<file path="src/rtl/spi_host_master_if.sv">
// rtl/spi_host_master_if.sv - control handshake and SPI pin bundle for spi_host_master
interface spi_host_master_if;
    logic         START;
    logic         CMD_WRITE;
    logic         CMD_READ;
    logic [255:0] TX_DATA;
    logic         BUSY;
    logic         DONE;
    logic [255:0] RX_DATA;
    logic         SPI_CS;
    logic         SPI_CLK;
    logic         SPI_MOSI;
    logic         SPI_MISO;

    modport master (
        input  START, CMD_WRITE, CMD_READ, TX_DATA, SPI_MISO,
        output BUSY, DONE, RX_DATA, SPI_CS, SPI_CLK, SPI_MOSI
    );

    modport slave (
        output START, CMD_WRITE, CMD_READ, TX_DATA, SPI_MISO,
        input  BUSY, DONE, RX_DATA, SPI_CS, SPI_CLK, SPI_MOSI
    );
endinterface

</file>
<file path="src/rtl/spi_host_master.sv">
// rtl/spi_host_master.sv - SPI initiator: cmd byte, wait byte, 256 data bits per frame
// Optional MISO 2-flop synchronizer: define SPI_HOST_MASTER_MISO_SYNC_EN.
module spi_host_master #(
    parameter int CLK_DIV  = 16,
    parameter int CS_SETUP = 16,
    parameter int CS_IDLE  = 32
) (
    input  logic                CLK,
    input  logic                RESET,
    spi_host_master_if.master   bus
);
    localparam int DIV_W    = (CLK_DIV > 1) ? $clog2(CLK_DIV) : 1;
    localparam int WAIT_MAX = (CS_SETUP > CS_IDLE) ? CS_SETUP : CS_IDLE;
    localparam int WAIT_W   = (WAIT_MAX > 1) ? $clog2(WAIT_MAX) : 1;
    localparam logic [8:0] LAST_BIT = 9'd271;

    typedef enum logic [2:0] {IDLE, SETUP, SHIFT, HOLD, GAP} state_t;

    state_t              state_q;
    logic                busy_q;
    logic                done_q;
    logic                cs_q;
    logic                sclk_q;
    logic                mosi_q;
    logic                phase_q;
    logic [DIV_W-1:0]    div_cnt_q;
    logic [WAIT_W-1:0]   wait_cnt_q;
    logic [8:0]          bit_idx_q;
    logic                cmd_write_q;
    logic                cmd_read_q;
    logic [255:0]        tx_q;
    logic [255:0]        shift_q;
    logic [255:0]        rx_q;
    logic                miso_s;
    logic                mosi_d;
    logic [7:0]          cmd_byte;
    logic [8:0]          nxt_idx;
    logic [7:0]          data_off;
    logic [7:0]          samp_off;

`ifdef SPI_HOST_MASTER_MISO_SYNC_EN
    logic [1:0] miso_sync_q;
    always_ff @(posedge CLK) begin
        if (RESET) miso_sync_q <= '0;
        else       miso_sync_q <= {miso_sync_q[0], bus.SPI_MISO};
    end
    assign miso_s = miso_sync_q[1];
`else
    assign miso_s = bus.SPI_MISO;
`endif

    assign cmd_byte = {1'b1, cmd_write_q, cmd_read_q, 5'b0};
    assign nxt_idx  = bit_idx_q + 9'd1;
    assign data_off = 8'(nxt_idx - 9'd16);
    assign samp_off = 8'(bit_idx_q - 9'd16);

    // MOSI value for the bit period that starts after the current one
    always_comb begin
        mosi_d = 1'b0;
        if (nxt_idx < 9'd8)
            mosi_d = cmd_byte[3'd7 - nxt_idx[2:0]];
        else if (nxt_idx >= 9'd16 && cmd_write_q)
            mosi_d = tx_q[data_off];
    end

    always_ff @(posedge CLK) begin
        if (RESET) begin
            state_q     <= IDLE;
            busy_q      <= 1'b0;
            done_q      <= 1'b0;
            cs_q        <= 1'b1;
            sclk_q      <= 1'b0;
            mosi_q      <= 1'b0;
            phase_q     <= 1'b0;
            div_cnt_q   <= '0;
            wait_cnt_q  <= '0;
            bit_idx_q   <= '0;
            cmd_write_q <= 1'b0;
            cmd_read_q  <= 1'b0;
            tx_q        <= '0;
            shift_q     <= '0;
            rx_q        <= '0;
        end else begin
            done_q <= 1'b0;
            case (state_q)
                IDLE: begin
                    if (bus.START) begin
                        cmd_write_q <= bus.CMD_WRITE;
                        cmd_read_q  <= bus.CMD_READ;
                        tx_q        <= bus.TX_DATA;
                        busy_q      <= 1'b1;
                        cs_q        <= 1'b0;
                        wait_cnt_q  <= '0;
                        state_q     <= SETUP;
                    end
                end
                SETUP: begin
                    if (wait_cnt_q == WAIT_W'(CS_SETUP - 1)) begin
                        state_q   <= SHIFT;
                        div_cnt_q <= '0;
                        phase_q   <= 1'b0;
                        bit_idx_q <= '0;
                        // bit 0 is the command byte MSB, always 1
                        mosi_q    <= 1'b1;
                    end else begin
                        wait_cnt_q <= wait_cnt_q + WAIT_W'(1);
                    end
                end
                SHIFT: begin
                    if (div_cnt_q != DIV_W'(CLK_DIV - 1)) begin
                        div_cnt_q <= div_cnt_q + DIV_W'(1);
                    end else begin
                        div_cnt_q <= '0;
                        if (!phase_q) begin
                            phase_q <= 1'b1;
                            sclk_q  <= 1'b1;
                            if (bit_idx_q >= 9'd16)
                                shift_q[samp_off] <= miso_s;
                        end else begin
                            phase_q <= 1'b0;
                            sclk_q  <= 1'b0;
                            if (bit_idx_q == LAST_BIT) begin
                                mosi_q  <= 1'b0;
                                state_q <= HOLD;
                            end else begin
                                bit_idx_q <= nxt_idx;
                                mosi_q    <= mosi_d;
                            end
                        end
                    end
                end
                HOLD: begin
                    if (div_cnt_q != DIV_W'(CLK_DIV - 1)) begin
                        div_cnt_q <= div_cnt_q + DIV_W'(1);
                    end else begin
                        div_cnt_q  <= '0;
                        cs_q       <= 1'b1;
                        wait_cnt_q <= '0;
                        state_q    <= GAP;
                    end
                end
                GAP: begin
                    if (wait_cnt_q == WAIT_W'(CS_IDLE - 1)) begin
                        state_q <= IDLE;
                        done_q  <= 1'b1;
                        busy_q  <= 1'b0;
                        if (cmd_read_q)
                            rx_q <= shift_q;
                    end else begin
                        wait_cnt_q <= wait_cnt_q + WAIT_W'(1);
                    end
                end
                default: state_q <= IDLE;
            endcase
        end
    end

    assign bus.BUSY     = busy_q;
    assign bus.DONE     = done_q;
    assign bus.RX_DATA  = rx_q;
    assign bus.SPI_CS   = cs_q;
    assign bus.SPI_CLK  = sclk_q;
    assign bus.SPI_MOSI = mosi_q;
endmodule
</file>
<file path="src/flat_wrapper.sv">
// flat-port wrapper written by rule: the top's interface ports become plain ports
module spi_host_master_flat 
#(
    parameter int CLK_DIV  = 16,
    parameter int CS_SETUP = 16,
    parameter int CS_IDLE  = 32
)
  (CLK, RESET, bus_START, bus_CMD_WRITE, bus_CMD_READ, bus_TX_DATA, bus_SPI_MISO, bus_BUSY, bus_DONE, bus_RX_DATA, bus_SPI_CS, bus_SPI_CLK, bus_SPI_MOSI);
  spi_host_master_if bus_i ();
  input  logic CLK;
  input  logic RESET;
  input wire logic [$bits(bus_i.START)-1:0] bus_START;
  input wire logic [$bits(bus_i.CMD_WRITE)-1:0] bus_CMD_WRITE;
  input wire logic [$bits(bus_i.CMD_READ)-1:0] bus_CMD_READ;
  input wire logic [$bits(bus_i.TX_DATA)-1:0] bus_TX_DATA;
  input wire logic [$bits(bus_i.SPI_MISO)-1:0] bus_SPI_MISO;
  output wire logic [$bits(bus_i.BUSY)-1:0] bus_BUSY;
  output wire logic [$bits(bus_i.DONE)-1:0] bus_DONE;
  output wire logic [$bits(bus_i.RX_DATA)-1:0] bus_RX_DATA;
  output wire logic [$bits(bus_i.SPI_CS)-1:0] bus_SPI_CS;
  output wire logic [$bits(bus_i.SPI_CLK)-1:0] bus_SPI_CLK;
  output wire logic [$bits(bus_i.SPI_MOSI)-1:0] bus_SPI_MOSI;
  assign bus_i.START = bus_START;
  assign bus_i.CMD_WRITE = bus_CMD_WRITE;
  assign bus_i.CMD_READ = bus_CMD_READ;
  assign bus_i.TX_DATA = bus_TX_DATA;
  assign bus_i.SPI_MISO = bus_SPI_MISO;
  assign bus_BUSY = bus_i.BUSY;
  assign bus_DONE = bus_i.DONE;
  assign bus_RX_DATA = bus_i.RX_DATA;
  assign bus_SPI_CS = bus_i.SPI_CS;
  assign bus_SPI_CLK = bus_i.SPI_CLK;
  assign bus_SPI_MOSI = bus_i.SPI_MOSI;
  spi_host_master #(.CLK_DIV(CLK_DIV), .CS_SETUP(CS_SETUP), .CS_IDLE(CS_IDLE)) u_core (.CLK(CLK), .RESET(RESET), .bus(bus_i));
endmodule
</file>
<file path="config.mk">
export PLATFORM = sky130hd
export DESIGN_NAME = spi_host_master_flat
export DESIGN_NICKNAME = d
export VERILOG_FILES = /design/src/rtl/spi_host_master_if.sv /design/src/rtl/spi_host_master.sv /design/src/flat_wrapper.sv
export SDC_FILE = /design/constraint.sdc
export NUM_CORES = 2
export LEC_CHECK = 0
export CAP_MARGIN = 25
export CORE_MARGIN = 5
export CORE_UTILIZATION = 25
export CTS_CLUSTER_SIZE = 30
export DETAILED_ROUTE_END_ITERATION = 8
export GPL_TIMING_DRIVEN = 0
export PLACE_DENSITY = 0.4
export RECOVER_POWER = 100
export REMOVE_ABC_BUFFERS = 1
export SLEW_MARGIN = 20
export SYNTH_ARGS = -nofsm -noshare
export SYNTH_HDL_FRONTEND = slang
export SYNTH_SLANG_ARGS = --single-unit
export TNS_END_PERCENT = 100
</file>
<file path="constraint.sdc">
create_clock -name CLK -period 5.93 [get_ports CLK]
set_clock_uncertainty 0.05 [all_clocks]
set_input_delay 0.8895 -clock CLK [delete_from_list [all_inputs] [get_ports CLK]]
set_output_delay 0.8895 -clock CLK [all_outputs]
set_load 0.005 [all_outputs]
</file>
==> impl_results.md <==
- Run status: finished with violations
- Failing checks: max-capacitance violations, max-slew violations
- Top fanout value on the critical path: 94
- Dominant cell type by area after synthesis: sky130_fd_sc_hd__dfxtp_1
- Maximum number of pins on one net before global-route repair: 114
- Min cycle time layout: 5.06 ns
- Hold violation count in the final report: 0
- Total Routing Usage GR: 19.1%
- CTS buffer count: 96
- Number of flops mapped to enable cells by yosys: 0
- Initial antenna violation count: 38
- Cell at the root of the clock tree: sky130_fd_sc_hd__clkbuf_16
- Worst EP arrival: 5.50 ns
- Core region area: 125000 um2
- Max_slew headroom: -187%
- Clock-pin slew of the registers on the worst-case setup and hold paths: about 0.06 ns
- Post-synth top area share: 50.7%
- Placed standard-cell area: slightly below 40000 um2
- Worst Setup Start Kind: input pin
- Starting density of the core: 25.1%
- CTS tree: yes
- First-pass GRT wire length: 193000 um
- Number of pins with negative max-slew slack in the final report: 144
- Maximum count of clock buffers along a single path: 3
- Worst slew pin tran: 4.31 ns
- Count of nets after finishing: 4671
- Data required time of the worst path: 6.38 ns
- Number of different library cells in the post-synthesis netlist: 72
- Crit path kind: in2reg
- Main area contributors after synthesis: sky130_fd_sc_hd__dfxtp_1 51%, sky130_fd_sc_hd__nand2_1 14%, sky130_fd_sc_hd__a21oi_1 13%
- H-tree level count: 3
- Vias per inst: roughly 4.8
- Type of destination of the critical path: flop
- Most frequent cells after synthesis: 1159 x sky130_fd_sc_hd__nand2_1, 797 x sky130_fd_sc_hd__dfxtp_1, 792 x sky130_fd_sc_hd__a21oi_1
- Die Footprint: 133000 um2
- Gr ovfl total: 0
- Number of nets with antenna violations after detailed routing: 0
- Cell with the most instances after synthesis: sky130_fd_sc_hd__nand2_1
- Worst-Skew Late Latency: 0.67 ns
- Static Leakage: ~15 nW
- Wire length per cell after detailed routing: 21.5 um
- Dpl hpwl: roughly 91000 um
- Total number of vias: 29320
- # IOs: 523
- Finish-stage setup viols: 0
- Die boundary height: 365 um
- Fraction of layout instances using a drive strength above 1: under 10%
- Finished Cell Area: around 43000 um2
- Post-synthesis average cell area: around 7.9 um2
- Number of iterations in the first detailed-routing pass: 5
- DRC violation count after routing: 0
- Gate Count Post-Synth: around 4000
- Final worst path period share: 85.3%
- FP Rows: between 100 and 150
- Fraction of synthesis flops using an asynchronous set or reset pin: 0%
- Post-synthesis sequential element count: around 800
- Setup repair after global routing missed its margin: no
- Max-cap violation count: 5
- Worst voltage drop across the vdd grid: 0.190 mV
- Overall routed net length: 132000 um
- Part of the Yosys area used for sequential elements: between 50% and 60%
- Filler cell count: 13348
- Cell Pwr Density: 288 nW/um2
- Area overhead of the layout relative to synthesis: 35.5%
- Top FF cell, synth: sky130_fd_sc_hd__dfxtp_1
- Die W: between 300 and 400 um
- Worst hold path type: reg2reg
- Number of buffers inserted by port buffering: 522
- DRT iter0 DRCs: 1986
- Number of cells upsized or downsized after cts: 0
- Vias in the first global route: 28339
- Placer's final routability congestion estimate: 0.734
- Yosys synthesis warning count: 0
- Total clock sinks: 797
- R2r setup slk: ~0.94 ns
- Setup TNS: 0 ns
- Number of setup buffers added after CTS: 0
- CTS Hold Bufs: 0
- Total standard cell area after synthesis: 31500 um2
- Timing-limited maximum frequency: 198 MHz
[final timing paths]
kind,startpoint,to,cells after the start
setup / recovery,RESET,u_core.shift_q[151],4
hold / removal,u_core.shift_q[81],u_core.bus.RX_DATA[81],2
setup reg to reg,u_core.bit_idx_q[6],u_core.shift_q[9],8
hold reg to reg,u_core.shift_q[81],u_core.bus.RX_DATA[81],2
[sequential cells by signal (all words and copies together), names as in the netlist]
register,cells
u_core.tx_q,256
u_core.bus.DONE,1
u_core.bus.RX_DATA,256
u_core.div_cnt_q,4
u_core.bit_idx_q,9
u_core.cmd_read_q,1
u_core.state_q,3
u_core.bus.BUSY,1
u_core.bus.SPI_CLK,1
u_core.cmd_write_q,1
u_core.wait_cnt_q,5
u_core.bus.SPI_CS,1
u_core.bus.SPI_MOSI,1
u_core.phase_q,1
u_core.shift_q,256
[cell families (layout without fill, tap and decap cells)]
logic type,count (synthesis),count (layout),share of synthesized area [%]
flip-flops,797,797,50.7
buffers and inverters,352,834,4.59
XOR/XNOR,14,14,0.449
adder cells (fa/ha/maj),9,9,0.358
multiplexers,55,55,3.20
AND/OR/NAND/NOR,1647,1647,22.2
AO/OA/AOI/OAI,1122,1122,18.5
other,0,15,0
[power by group]
part	switching [mW]	internal (mW)
Combinational	0.355	0.319
Sequential	0.0588	5.47
Clock	2.46	3.61
[critical path: stages]
cell                       delay (ns)
sky130_fd_sc_hd__clkbuf_1        2.96
sky130_fd_sc_hd__buf_16          0.31
sky130_fd_sc_hd__clkbuf_4        1.01
sky130_fd_sc_hd__a21oi_1         0.08
[layer usage]
layer / up-vias / global-route usage, % / wire length, um
li1: 14469 / - / -
met1: 13859 / 24.6 / 57500
met2: 787 / 31.4 / 61100
met3: 169 / 6.10 / 10900
met4: 36 / 4.32 / 2560
met5: - / 0 / 274
[through the flow]
step	util [%]	instances	worst slack, ns	total power [mW]	hold slack [ns]
after floorplan	-	3650	-5.59	5.91	0.372
after global placement	29.8	5822	-21.81	6.45	0.386
after CTS	34.1	6128	1.47	12.5	0.390
after global routing	34.0	6130	0.597	12.8	0.407
final	34.0	6143	0.873	12.3	0.394
after detailed placement	31.5	5952	1.50	6.33	0.389
[cells in the final DEF, fill, tap and decap left out, types with 8 or more instances in the layout]
cell	n
sky130_fd_sc_hd__nand3b_1	9
sky130_fd_sc_hd__nand3_1	322
sky130_fd_sc_hd__ha_1	8
sky130_fd_sc_hd__mux2i_1	15
sky130_fd_sc_hd__mux4_2	36
sky130_fd_sc_hd__nand4_1	12
sky130_fd_sc_hd__nand2b_1	9
sky130_fd_sc_hd__nor2_2	14
sky130_fd_sc_hd__nor2b_1	9
sky130_fd_sc_hd__dfxtp_1	795
sky130_fd_sc_hd__nor3_2	10
sky130_fd_sc_hd__buf_16	25
sky130_fd_sc_hd__clkinv_2	21
sky130_fd_sc_hd__buf_8	24
sky130_fd_sc_hd__clkdlybuf4s50_1	259
sky130_fd_sc_hd__clkbuf_1	25
sky130_fd_sc_hd__or3_1	8
sky130_fd_sc_hd__clkbuf_16	98
sky130_fd_sc_hd__o21ai_0	266
sky130_fd_sc_hd__a21oi_1	792
sky130_fd_sc_hd__nor3b_1	8
sky130_fd_sc_hd__nor2_1	34
sky130_fd_sc_hd__buf_4	21
sky130_fd_sc_hd__and3_1	8
sky130_fd_sc_hd__nor2_4	9
sky130_fd_sc_hd__dlygate4sd3_1	261
sky130_fd_sc_hd__nand2_1	1161
sky130_fd_sc_hd__clkbuf_8	22
sky130_fd_sc_hd__nor3_1	9
sky130_fd_sc_hd__diode_2	15
sky130_fd_sc_hd__buf_6	51
[cell type report]
type | count | area, um2 | share of cell area (%)
diodes | 15 | 37.5 | 0.0880
clock buffers | 140 | 2830 | 6.64
clock inverters | 36 | 414 | 0.971
inverters | 6 | 22.5 | 0.0528
multi-input cells | 2847 | 14200 | 33.3
flip-flops and latches | 797 | 16000 | 37.4
well taps | 1650 | 2060 | 4.84
repair buffers | 652 | 7110 | 16.7
No activity file was read; power rests on OpenSTA's default activity.
